`src/rtl/state_transitions.sv`:
```
// Vending-machine order controller: edge-detected buttons and coins drive a one-hot FSM
// with saturating money buffers and an 8-digit multiplexed seven-segment display.
module state_transitions (
    input  logic       sys_clk,
    input  logic       sys_rst_n,
    input  logic       sys_Goods,
    input  logic       sys_Confirm,
    input  logic       sys_Change,
    input  logic       sys_Cancel,
    input  logic       in_money_one,
    input  logic       in_money_five,
    input  logic       in_money_ten,
    input  logic       in_money_twenty,
    input  logic       in_money_fifty,
    input  logic [2:0] type_SW_high,
    input  logic [2:0] type_SW_low,
    input  logic [1:0] num_SW,
    output logic [7:0] Bit_select,
    output logic [7:0] Seg_select,
    output logic [5:0] state_out,
    output logic [7:0] need_money_out,
    output logic [7:0] input_money_out,
    output logic [7:0] change_money_out
);

    typedef enum logic [5:0] {
        ST_IDLE     = 6'b000001,
        ST_SELECT   = 6'b000010,
        ST_PAY      = 6'b000100,
        ST_CHANGE   = 6'b001000,
        ST_DISPENSE = 6'b010000,
        ST_REFUND   = 6'b100000
    } state_t;

    localparam logic [9:0] SCAN_LAST = 10'd999;

    function automatic logic [7:0] sat_add(input logic [7:0] a, input logic [7:0] b);
        logic [8:0] sum;
        sum = {1'b0, a} + {1'b0, b};
        return sum[8] ? 8'hFF : sum[7:0];
    endfunction

    function automatic logic [7:0] seg_code(input logic [7:0] digit, input logic blank);
        logic [7:0] code;
        code = 8'hFF;
        if (blank) begin
            code = 8'hFF;
        end else begin
            case (digit)
                8'd0:    code = 8'hC0;
                8'd1:    code = 8'hF9;
                8'd2:    code = 8'hA4;
                8'd3:    code = 8'hB0;
                8'd4:    code = 8'h99;
                8'd5:    code = 8'h92;
                8'd6:    code = 8'h82;
                8'd7:    code = 8'hF8;
                8'd8:    code = 8'h80;
                8'd9:    code = 8'h90;
                default: code = 8'hFF;
            endcase
        end
        return code;
    endfunction

    // Place 0 is the thousands digit (always blank for an 8-bit value), place 3 the ones.
    function automatic logic [7:0] digit_seg(input logic [7:0] value, input logic [1:0] place);
        logic [7:0] seg;
        case (place)
            2'd0:    seg = seg_code(8'd0, 1'b1);
            2'd1:    seg = seg_code(value / 8'd100, value < 8'd100);
            2'd2:    seg = seg_code((value / 8'd10) % 8'd10, value < 8'd10);
            2'd3:    seg = seg_code(value % 8'd10, 1'b0);
            default: seg = 8'hFF;
        endcase
        return seg;
    endfunction

    state_t     state_q, state_d;
    logic [7:0] need_q, need_d;
    logic [7:0] input_q, input_d;
    logic [7:0] change_q, change_d;
    logic [8:0] btn_s, btn_q, btn_prev_q, edge_s;
    logic       cancel_e_s, confirm_e_s, goods_e_s, change_e_s;
    logic [7:0] money_s, cost_s, inp_sum_s;
    logic [3:0] unit_s;
    logic [9:0] scan_q;
    logic [2:0] digit_q;
    logic [7:0] bit_sel_q, bit_sel_d, seg_sel_q, seg_sel_d;
    logic [7:0] right_val_s, disp_val_s;

    assign btn_s = {sys_Cancel, sys_Confirm, sys_Goods, sys_Change, in_money_fifty,
                    in_money_twenty, in_money_ten, in_money_five, in_money_one};
    assign edge_s      = btn_q & ~btn_prev_q;
    assign cancel_e_s  = edge_s[8];
    assign confirm_e_s = edge_s[7];
    assign goods_e_s   = edge_s[6];
    assign change_e_s  = edge_s[5];

    assign unit_s    = {1'b0, type_SW_high} + {1'b0, type_SW_low};
    assign cost_s    = {4'b0000, unit_s} * {6'b000000, num_SW};
    assign money_s   = (edge_s[0] ? 8'd1  : 8'd0) + (edge_s[1] ? 8'd5  : 8'd0)
                     + (edge_s[2] ? 8'd10 : 8'd0) + (edge_s[3] ? 8'd20 : 8'd0)
                     + (edge_s[4] ? 8'd50 : 8'd0);
    assign inp_sum_s = sat_add(input_q, money_s);

    // Input sampling register and its delayed copy for rising-edge detection.
    always_ff @(posedge sys_clk or posedge sys_rst_n) begin
        if (sys_rst_n) begin
            btn_q      <= 9'd0;
            btn_prev_q <= 9'd0;
        end else begin
            btn_q      <= btn_s;
            btn_prev_q <= btn_q;
        end
    end

    // FSM state and money buffer registers.
    always_ff @(posedge sys_clk or posedge sys_rst_n) begin
        if (sys_rst_n) begin
            state_q  <= ST_IDLE;
            need_q   <= 8'd0;
            input_q  <= 8'd0;
            change_q <= 8'd0;
        end else begin
            state_q  <= state_d;
            need_q   <= need_d;
            input_q  <= input_d;
            change_q <= change_d;
        end
    end

    // Next-state and buffer update logic; button priority Cancel > Confirm > Goods > Change.
    always_comb begin
        state_d  = state_q;
        need_d   = need_q;
        input_d  = input_q;
        change_d = change_q;
        case (state_q)
            ST_IDLE: begin
                if (confirm_e_s) begin
                    state_d = ST_SELECT;
                end else begin
                    state_d = ST_IDLE;
                end
            end
            ST_SELECT: begin
                if (cancel_e_s) begin
                    state_d  = ST_REFUND;
                    change_d = input_q;
                    need_d   = 8'd0;
                end else if (confirm_e_s) begin
                    need_d  = sat_add(need_q, cost_s);
                    state_d = ST_PAY;
                end else if (goods_e_s) begin
                    need_d = sat_add(need_q, cost_s);
                end else begin
                    state_d = ST_SELECT;
                end
            end
            ST_PAY: begin
                if (cancel_e_s) begin
                    state_d  = ST_REFUND;
                    change_d = input_q;
                    need_d   = 8'd0;
                end else begin
                    input_d = inp_sum_s;
                    if (inp_sum_s >= need_q) begin
                        state_d  = ST_CHANGE;
                        change_d = inp_sum_s - need_q;
                    end else begin
                        state_d = ST_PAY;
                    end
                end
            end
            ST_CHANGE: begin
                if (change_e_s) begin
                    state_d = ST_DISPENSE;
                end else begin
                    state_d = ST_CHANGE;
                end
            end
            ST_DISPENSE, ST_REFUND: begin
                if (change_e_s) begin
                    state_d  = ST_IDLE;
                    need_d   = 8'd0;
                    input_d  = 8'd0;
                    change_d = 8'd0;
                end else begin
                    state_d = state_q;
                end
            end
            default: begin
                state_d  = ST_IDLE;
                need_d   = 8'd0;
                input_d  = 8'd0;
                change_d = 8'd0;
            end
        endcase
    end

    // Digit scan timer: one digit per 1000 clocks, leftmost digit first.
    always_ff @(posedge sys_clk or posedge sys_rst_n) begin
        if (sys_rst_n) begin
            scan_q  <= 10'd0;
            digit_q <= 3'd0;
        end else if (scan_q == SCAN_LAST) begin
            scan_q  <= 10'd0;
            digit_q <= digit_q + 3'd1;
        end else begin
            scan_q <= scan_q + 10'd1;
        end
    end

    // Right half shows paid money until payment completes, then the change owed.
    always_comb begin
        right_val_s = change_q;
        if ((state_q == ST_IDLE) || (state_q == ST_SELECT) || (state_q == ST_PAY)) begin
            right_val_s = input_q;
        end else begin
            right_val_s = change_q;
        end
        disp_val_s = digit_q[2] ? right_val_s : need_q;
        bit_sel_d  = ~(8'b1000_0000 >> digit_q);
        seg_sel_d  = digit_seg(disp_val_s, digit_q[1:0]);
    end

    // Registered display drivers.
    always_ff @(posedge sys_clk or posedge sys_rst_n) begin
        if (sys_rst_n) begin
            bit_sel_q <= 8'b0111_1111;
            seg_sel_q <= 8'hFF;
        end else begin
            bit_sel_q <= bit_sel_d;
            seg_sel_q <= seg_sel_d;
        end
    end

    assign Bit_select       = bit_sel_q;
    assign Seg_select       = seg_sel_q;
    assign state_out        = state_q;
    assign need_money_out   = need_q;
    assign input_money_out  = input_q;
    assign change_money_out = change_q;

endmodule

```
`config.mk`:
```
export PLATFORM = sky130hd
export DESIGN_NAME = state_transitions
export DESIGN_NICKNAME = d
export VERILOG_FILES = /design/src/rtl/state_transitions.sv
export SDC_FILE = /design/constraint.sdc
export NUM_CORES = 1
export LEC_CHECK = 0
export BUFFER_PORTS_ARGS = -buffer_cell sky130_fd_sc_hd__buf_2
export CORE_MARGIN = 2
export CORE_UTILIZATION = 50
export CTS_CLUSTER_DIAMETER = 50
export DETAILED_ROUTE_END_ITERATION = 7
export PLACE_DENSITY = 0.69
export SYNTH_ARGS = -nofsm -noshare
export SYNTH_HDL_FRONTEND = slang
export SYNTH_SLANG_ARGS = --single-unit
```
`constraint.sdc`:
```
create_clock -name sys_clk -period 12.4 [get_ports sys_clk]
set_input_delay 1.24 -clock sys_clk [delete_from_list [all_inputs] [get_ports sys_clk]]
set_output_delay 1.24 -clock sys_clk [all_outputs]
set_load 0.05 [all_outputs]
```
Word level (Yosys, flattened, before mapping). Memories as Yosys holds them, arrays and structs flattened. Cells that the tools add are included.

Register bits after elaboration: 77. Bits in latches: 0. Bits in writable memories: 0. ROM bits: 336. Bits of input ports: 19. Output and inout bits: 46. Logic and storage cells: 104. Memories kept: 3.

Add/subtract/negate cells: 10. $mul: 1. Div/mod/pow operators: 4. Order comparisons: 3. Equal/unequal tests: 17. Shifts and indexed selects: 1. Multiplexer cells: 37. Bitwise gates (word level): 5. Reduce and logical (&&, ||, !) cells: 13.

Memories: (no name shown) (depth 16, width 7, rd ports 1, clocked after memory_dff 0, wr ports 0, RTL line 49) `case (digit)`; (no name shown) (depth 16, width 7, rd ports 1, clocked after memory_dff 0, wr ports 0, RTL line 49); (no name shown) (depth 16, width 7, rd ports 1, clocked after memory_dff 0, wr ports 0, RTL line 49).

Operators by type and width (count): $mux W8 (18); $pmux W8 S4 (3); $mux W6 (6); $pmux W6 S5 (1); $pmux W8 S3 (1); $mod A8 B4 Y8 const B (2); $logic_not A4 Y1 (3); $add A10 B1 Y10 const B (1); $eq A10 B10 Y1 const B (1); $mux W10 (1); $mux W5 (2); $add A8 B6 Y9 (1); $add A8 B7 Y9 (1); $and A9 B9 Y9 (1); $not A9 Y9 (1); $div A8 B4 Y8 const B (1); $div A8 B7 Y8 const B (1); $ge A8 B8 Y1 (1); $lt A8 B4 Y1 const B (1); $lt A8 B7 Y1 const B (1); $mux W4 (2); $ne A2 B2 Y1 const B (4); $ne A4 B4 Y1 const B (2); $not A8 Y8 (1); 29 further kinds (34).

Depth between registers and ports, before layout.
Word-level depth: 13. Depth in mapped cells: 38. Mapped depth without buffers: 33.

Worst setup path after synthesis. OpenSTA, ideal clock, no wires.

Kind: register to register. From: reg state_q[3] (netlist: state_out[3]). To: reg seg_sel_q[4] (netlist: Seg_select[4]). Library setup time: 75 ps. Arrival time: 7162 ps. Data required time: 12325 ps. Slack: 5164 ps. Stages on the path, launching flop included: 35. Path buffers: 4. Period minus slack after synthesis: 7236 ps. Path through: dfrtp_1 > buf_6 > or3_1 > buf_2 > a211oi_4 > o221ai_1 > clkbuf_1 > ha_1 > or2_2 > maj3_2 > a22o_1 > buf_2 > a211o_1 > o21ai_4 > a211oi_1 > a21oi_1 > inv_1 > ha_1 > and3_1 > a221o_2 > nand2_2 > nand2_4 > inv_6 > mux2i_1 > a21oi_2 > nand2b_1 > inv_1 > xnor2_1 > inv_1 > ha_1 > nor2_1 > o21ai_0 > and3_1 > a32o_1 > o211ai_2.

Cells in the longest elaborated chain, start to end: 11. Elaborated cells on any way between the ends: 25. Those cells by class: div (4); order compare (2); eq/ne (3); mux (8); reduce/logical (5); memory (3).

RTL lines: from (decl) (RTL line 79) `state_t state_q, state_d;`; from (signal assigned) (RTL line 126) `state_q <= state_d;`; $eq A6 B1 Y1 / $eq A6 B2 Y1 (equally long branches) (RTL line 218) `if ((state_q == ST_IDLE) || (state_q == ST_SELECT) || (state_q == ST_PAY)) begin`; $logic_or A1 B1 Y1 (RTL line 218); $logic_or A1 B1 Y1 * (RTL line 218); $mux W8 * (RTL line 218); $mux W8 * (RTL line 223) `disp_val_s = digit_q[2] ? right_val_s : need_q;`; $div A8 B4 Y8 (RTL line 72) `2'd2: seg = seg_code((value / 8'd10) % 8'd10, value < 8'd10);`; $mod A8 B4 Y8 (RTL line 72); $mem_v2 Z16 W7 / $logic_not A4 Y1 (equally long branches); $mux W8 (RTL line 49); $mux W8 (RTL line 46) `if (blank) begin`; $pmux W8 S4 * (RTL line 69) `case (place)`; via seg_sel_d[4] (RTL line 89) `logic [7:0] bit_sel_q, bit_sel_d, seg_sel_q, seg_sel_d;`; to (signal assigned) (RTL line 235) `seg_sel_q <= seg_sel_d;`; to (decl) (RTL line 89).

The timed path passes the listed nets; every way through them passes the cells marked *. A chain may end at the register's enable or synchronous reset.

Worst setup path in the final report.
From: reg digit_q[2]. To: reg seg_sel_q[4] (netlist: Seg_select[4]).

Cells in the longest elaborated chain, start to end: 7. Elaborated cells on any way between the ends: 19. Those cells by class: div (4); order compare (2); mux (7); reduce/logical (3); memory (3).

RTL lines: from (decl) (RTL line 88) `logic [2:0] digit_q;`; from (signal assigned) (RTL line 209) `digit_q <= digit_q + 3'd1;`; $mux W8 * (RTL line 223); $div A8 B4 Y8 (RTL line 72); $mod A8 B4 Y8 (RTL line 72); $mem_v2 Z16 W7 / $logic_not A4 Y1 (equally long branches); $mux W8 (RTL line 49); $mux W8 (RTL line 46); $pmux W8 S4 * (RTL line 69); via seg_sel_d[4] (RTL line 89).

Marked as above.

==> results_dict.tcl <==
set metrics [dict create \
    p_int_mw 0.549 \
    synthFlopType "dfrtp_1" \
    arrival_ps 8840 \
    leakagePower_nw 3.33 \
    fin_nets 899 \
    cts_root_buffer "clkbuf_16" \
    critPathKind "reg2reg" \
    report.final.slew_viol_count 0 \
    drt-total-wl_um 17200 \
    antenna_found_initial 0 \
    yosys_warnings 0 \
    synth_common_cells "nand2_1, dfrtp_1, nor2_1" \
    r2r-end "Seg_select[4]" \
    initial_core_util 0.507 \
    drcViolationCount 0 \
    ant_nets 0 \
    cp-start-kind "flip-flop" \
    critical_path.slowest_cell "mux2i_1" \
    holdPathStages 0 \
    cts_tree "yes" \
    max_freq_mhz 117 \
    mappedNetlistArea_mm2 0.00666 \
    io_pins 65 \
    hold_viol 0 \
    synth_area_leaders "dfrtp_1, ha_1, dfstp_2" \
    ff2ff_setup_slack_ps 3820 \
    pre_cts_slack_ps 4080 \
    rr_worst_depth 32 \
    fin_setup_tns_ps 0 \
    timing.slew.headroom 0.163 \
    cp-end-kind "flip-flop" \
    grt_pass1_wl_um 28500 \
    setup_viol 0 \
    cpMostUsedCell "inv_1" \
    cp_max_fo 28 \
    globalRouteOverflowTotal 0 \
    drtIter0Drc 654 \
    areaGrowthSynthToFinish_pct 11.2 \
    core_mm2 0.0131 \
    dp_hpwl_um 13300 \
    p_comb_frac 0.357 \
    ys_seq_elements 76 \
    avgViaCountPerCell 6.07 \
    fp.dieW_um 119 \
    cts.sinks 76 \
    clk-insertion-delay-late_ps 330 \
    grt_pass1_vias 5842 \
    yosysTopAreaCell "dfrtp_1" \
    vias 6025 \
    cts_resized 0 \
    syn_area_per_cell_um2 8.73 \
    ys_types 97 \
    rsz0062_at_grt "false" \
    synth-edff-count 0 \
    dieHeight_um 119 \
    min_to "btn_prev_q[4]" \
    gp_congestion 0.927 \
    routedWlPerCell_um 17.4 \
    hold_path.startpoint "btn_q[4]" \
    skew_ps 4.73 \
    rr_startpoint "digit_q[2]" \
    io_buffers 63 \
    track_usage 0.247 \
    cp_data_required_time_ps 12660 \
    layout-drive-gt1-share 0.170 \
    multi_input_area_mm2 0.00438 \
    seq_area_frac_synth 0.288 \
    h-tree-depth 3 \
    grt_max_degree 77 \
    row_count 42 \
    finalCritPeriodShare 0.692 \
    seq_power_share 0.329 \
    cts.path.max_buffers 2 \
    first_pass_iters 5 \
    clk_pin_slew_ps 60 \
    async_flop_share 1.00 \
    synth.most_common_cell "nand2_1" \
    vdd_drop_max_mv 0.0930 \
    worst_pin_slew_ps 1220 \
    post-cts-setup-buffers 0 \
    hold_class "reg2reg" \
    maxCapViolCount 0 \
    antenna_cells 0 \
    status "completed" \
    p_sw_frac 0.389 \
    syn_inst 763 \
    setup_ws_ps 3820 \
    die-area_mm2 0.0143 \
    synth_nets 850 \
    seq_area_mm2 0.00192 \
    setup.worst_path.start "digit_q[2]" \
    fillers 1216 \
    cts_hold_buf 0 \
    p_switching_mw 0.350 \
    fin_crit_ps 8580 \
    power_density_mw_per_mm2 122 \
    slowest_delay_ps 1000 \
    cts_buffers 9 \
    synth_top_area_frac 0.229 \
    clockPowerShare 0.314 \
]
## worst max-delay path by stage
stage	to	slack (ps)
after CTS	Seg_select[4]	4000
after floorplan	Seg_select[4]	5160
final	Seg_select[4]	3820
after global routing	Seg_select[4]	3120
after global placement	Seg_select[4]	4370
after detailed placement	Seg_select[4]	4080
## cell families after synthesis
family / Yosys count / synth area share
multiplexers: 8 / 0.0122
buffers and inverters: 87 / 0.0551
XOR/XNOR: 28 / 0.0408
adder cells (fa/ha/maj): 70 / 0.143
AND/OR/NAND/NOR: 248 / 0.188
AO/OA/AOI/OAI: 245 / 0.272
flip-flops: 76 / 0.288
other: 1 / 0.000563
## worst max-delay path: cells and delay by family (launching register included)
kind                     cells  cell delay, ps
XOR/XNOR                     1             200
buffers and inverters        6            1080
AND/OR/NAND/NOR              8            1460
AO/OA/AOI/OAI               12            2670
flip-flops                   1             920
adder cells (fa/ha/maj)      4            1120
multiplexers                 1            1000
## per-layer routing
| layer | up-vias | global-route usage | part of all wire | wire length [µm] |
|---|---|---|---|---|
| met4 | 0 | 0.0897 | 0.023 | 392 |
| met1 | 2932 | 0.321 | 0.44 | 7620 |
| met5 | - | 0 | 0 | 0 |
| met3 | 28 | 0.0350 | 0.047 | 814 |
| li1 | 2864 | - | - | - |
| met2 | 201 | 0.421 | 0.49 | 8410 |
## area by class of cell
class,count,share of cell area
Multi-Input combinational cell,600,0.591
Sequential cell,76,0.259
Timing Repair Buffer,65,0.0446
Clock buffer,14,0.0387
Inverter,60,0.0311
Tap cell,176,0.0297
Clock inverter,2,0.00524
## power groups by stage
stage / Sequential (mW) / Combinational, mW / Clock, mW
after floorplan: 0.346 / 0.199 / 0
after global placement: 0.298 / 0.311 / 0
after detailed placement: 0.299 / 0.318 / 0
after CTS: 0.295 / 0.320 / 0.288
after global routing: 0.298 / 0.353 / 0.298
final: 0.296 / 0.322 / 0.282
## placed cells by master (no fill, tap or decap), drive strengths merged, types with 5 or more instances in the layout
| cell | count |
|---|---|
| a2111oi | 6 |
| or2 | 6 |
| xnor2 | 15 |
| a22oi | 11 |
| a21boi | 5 |
| a21o | 12 |
| a22o | 8 |
| nand3 | 18 |
| nand2b | 20 |
| o21ai | 60 |
| a31oi | 5 |
| a2bb2oi | 5 |
| nor2 | 58 |
| a21oi | 45 |
| mux2i | 7 |
| o21a | 6 |
| ha | 57 |
| and2 | 11 |
| dfstp | 15 |
| and3 | 9 |
| inv | 59 |
| clkbuf | 14 |
| a211oi | 7 |
| nand4 | 13 |
| fa | 11 |
| buf | 65 |
| o31ai | 6 |
| o211ai | 10 |
| o221ai | 6 |
| dfrtp | 61 |
| nor2b | 17 |
| xor2 | 13 |
| a211o | 6 |
| nand2 | 76 |
## flip-flops by register name, summed over array words and instances, names as in the netlist
signal and count:
need_money_out 8, digit_q 3, Seg_select 7, input_money_out 8, change_money_out 8, btn_q 9
scan_q 10, btn_prev_q 9, Bit_select 8, state_out 6
## per-stage QoR
stage / utilization / hold slack, ps / area, µm² / total power, mW / std cells
6_report: 0.564 / 367 / 7400 / 0.900 / 993
4_1_cts: 0.564 / 368 / 7400 / 0.903 / 993
3_3_place_gp: 0.539 / 358 / 7080 / 0.609 / 977
2_1_floorplan: - / 347 / 6660 / 0.545 / 763
5_1_grt: 0.564 / 385 / 7400 / 0.950 / 993
3_5_place_dp: 0.539 / 354 / 7080 / 0.617 / 977
No activity file was read; power rests on OpenSTA's default activity.
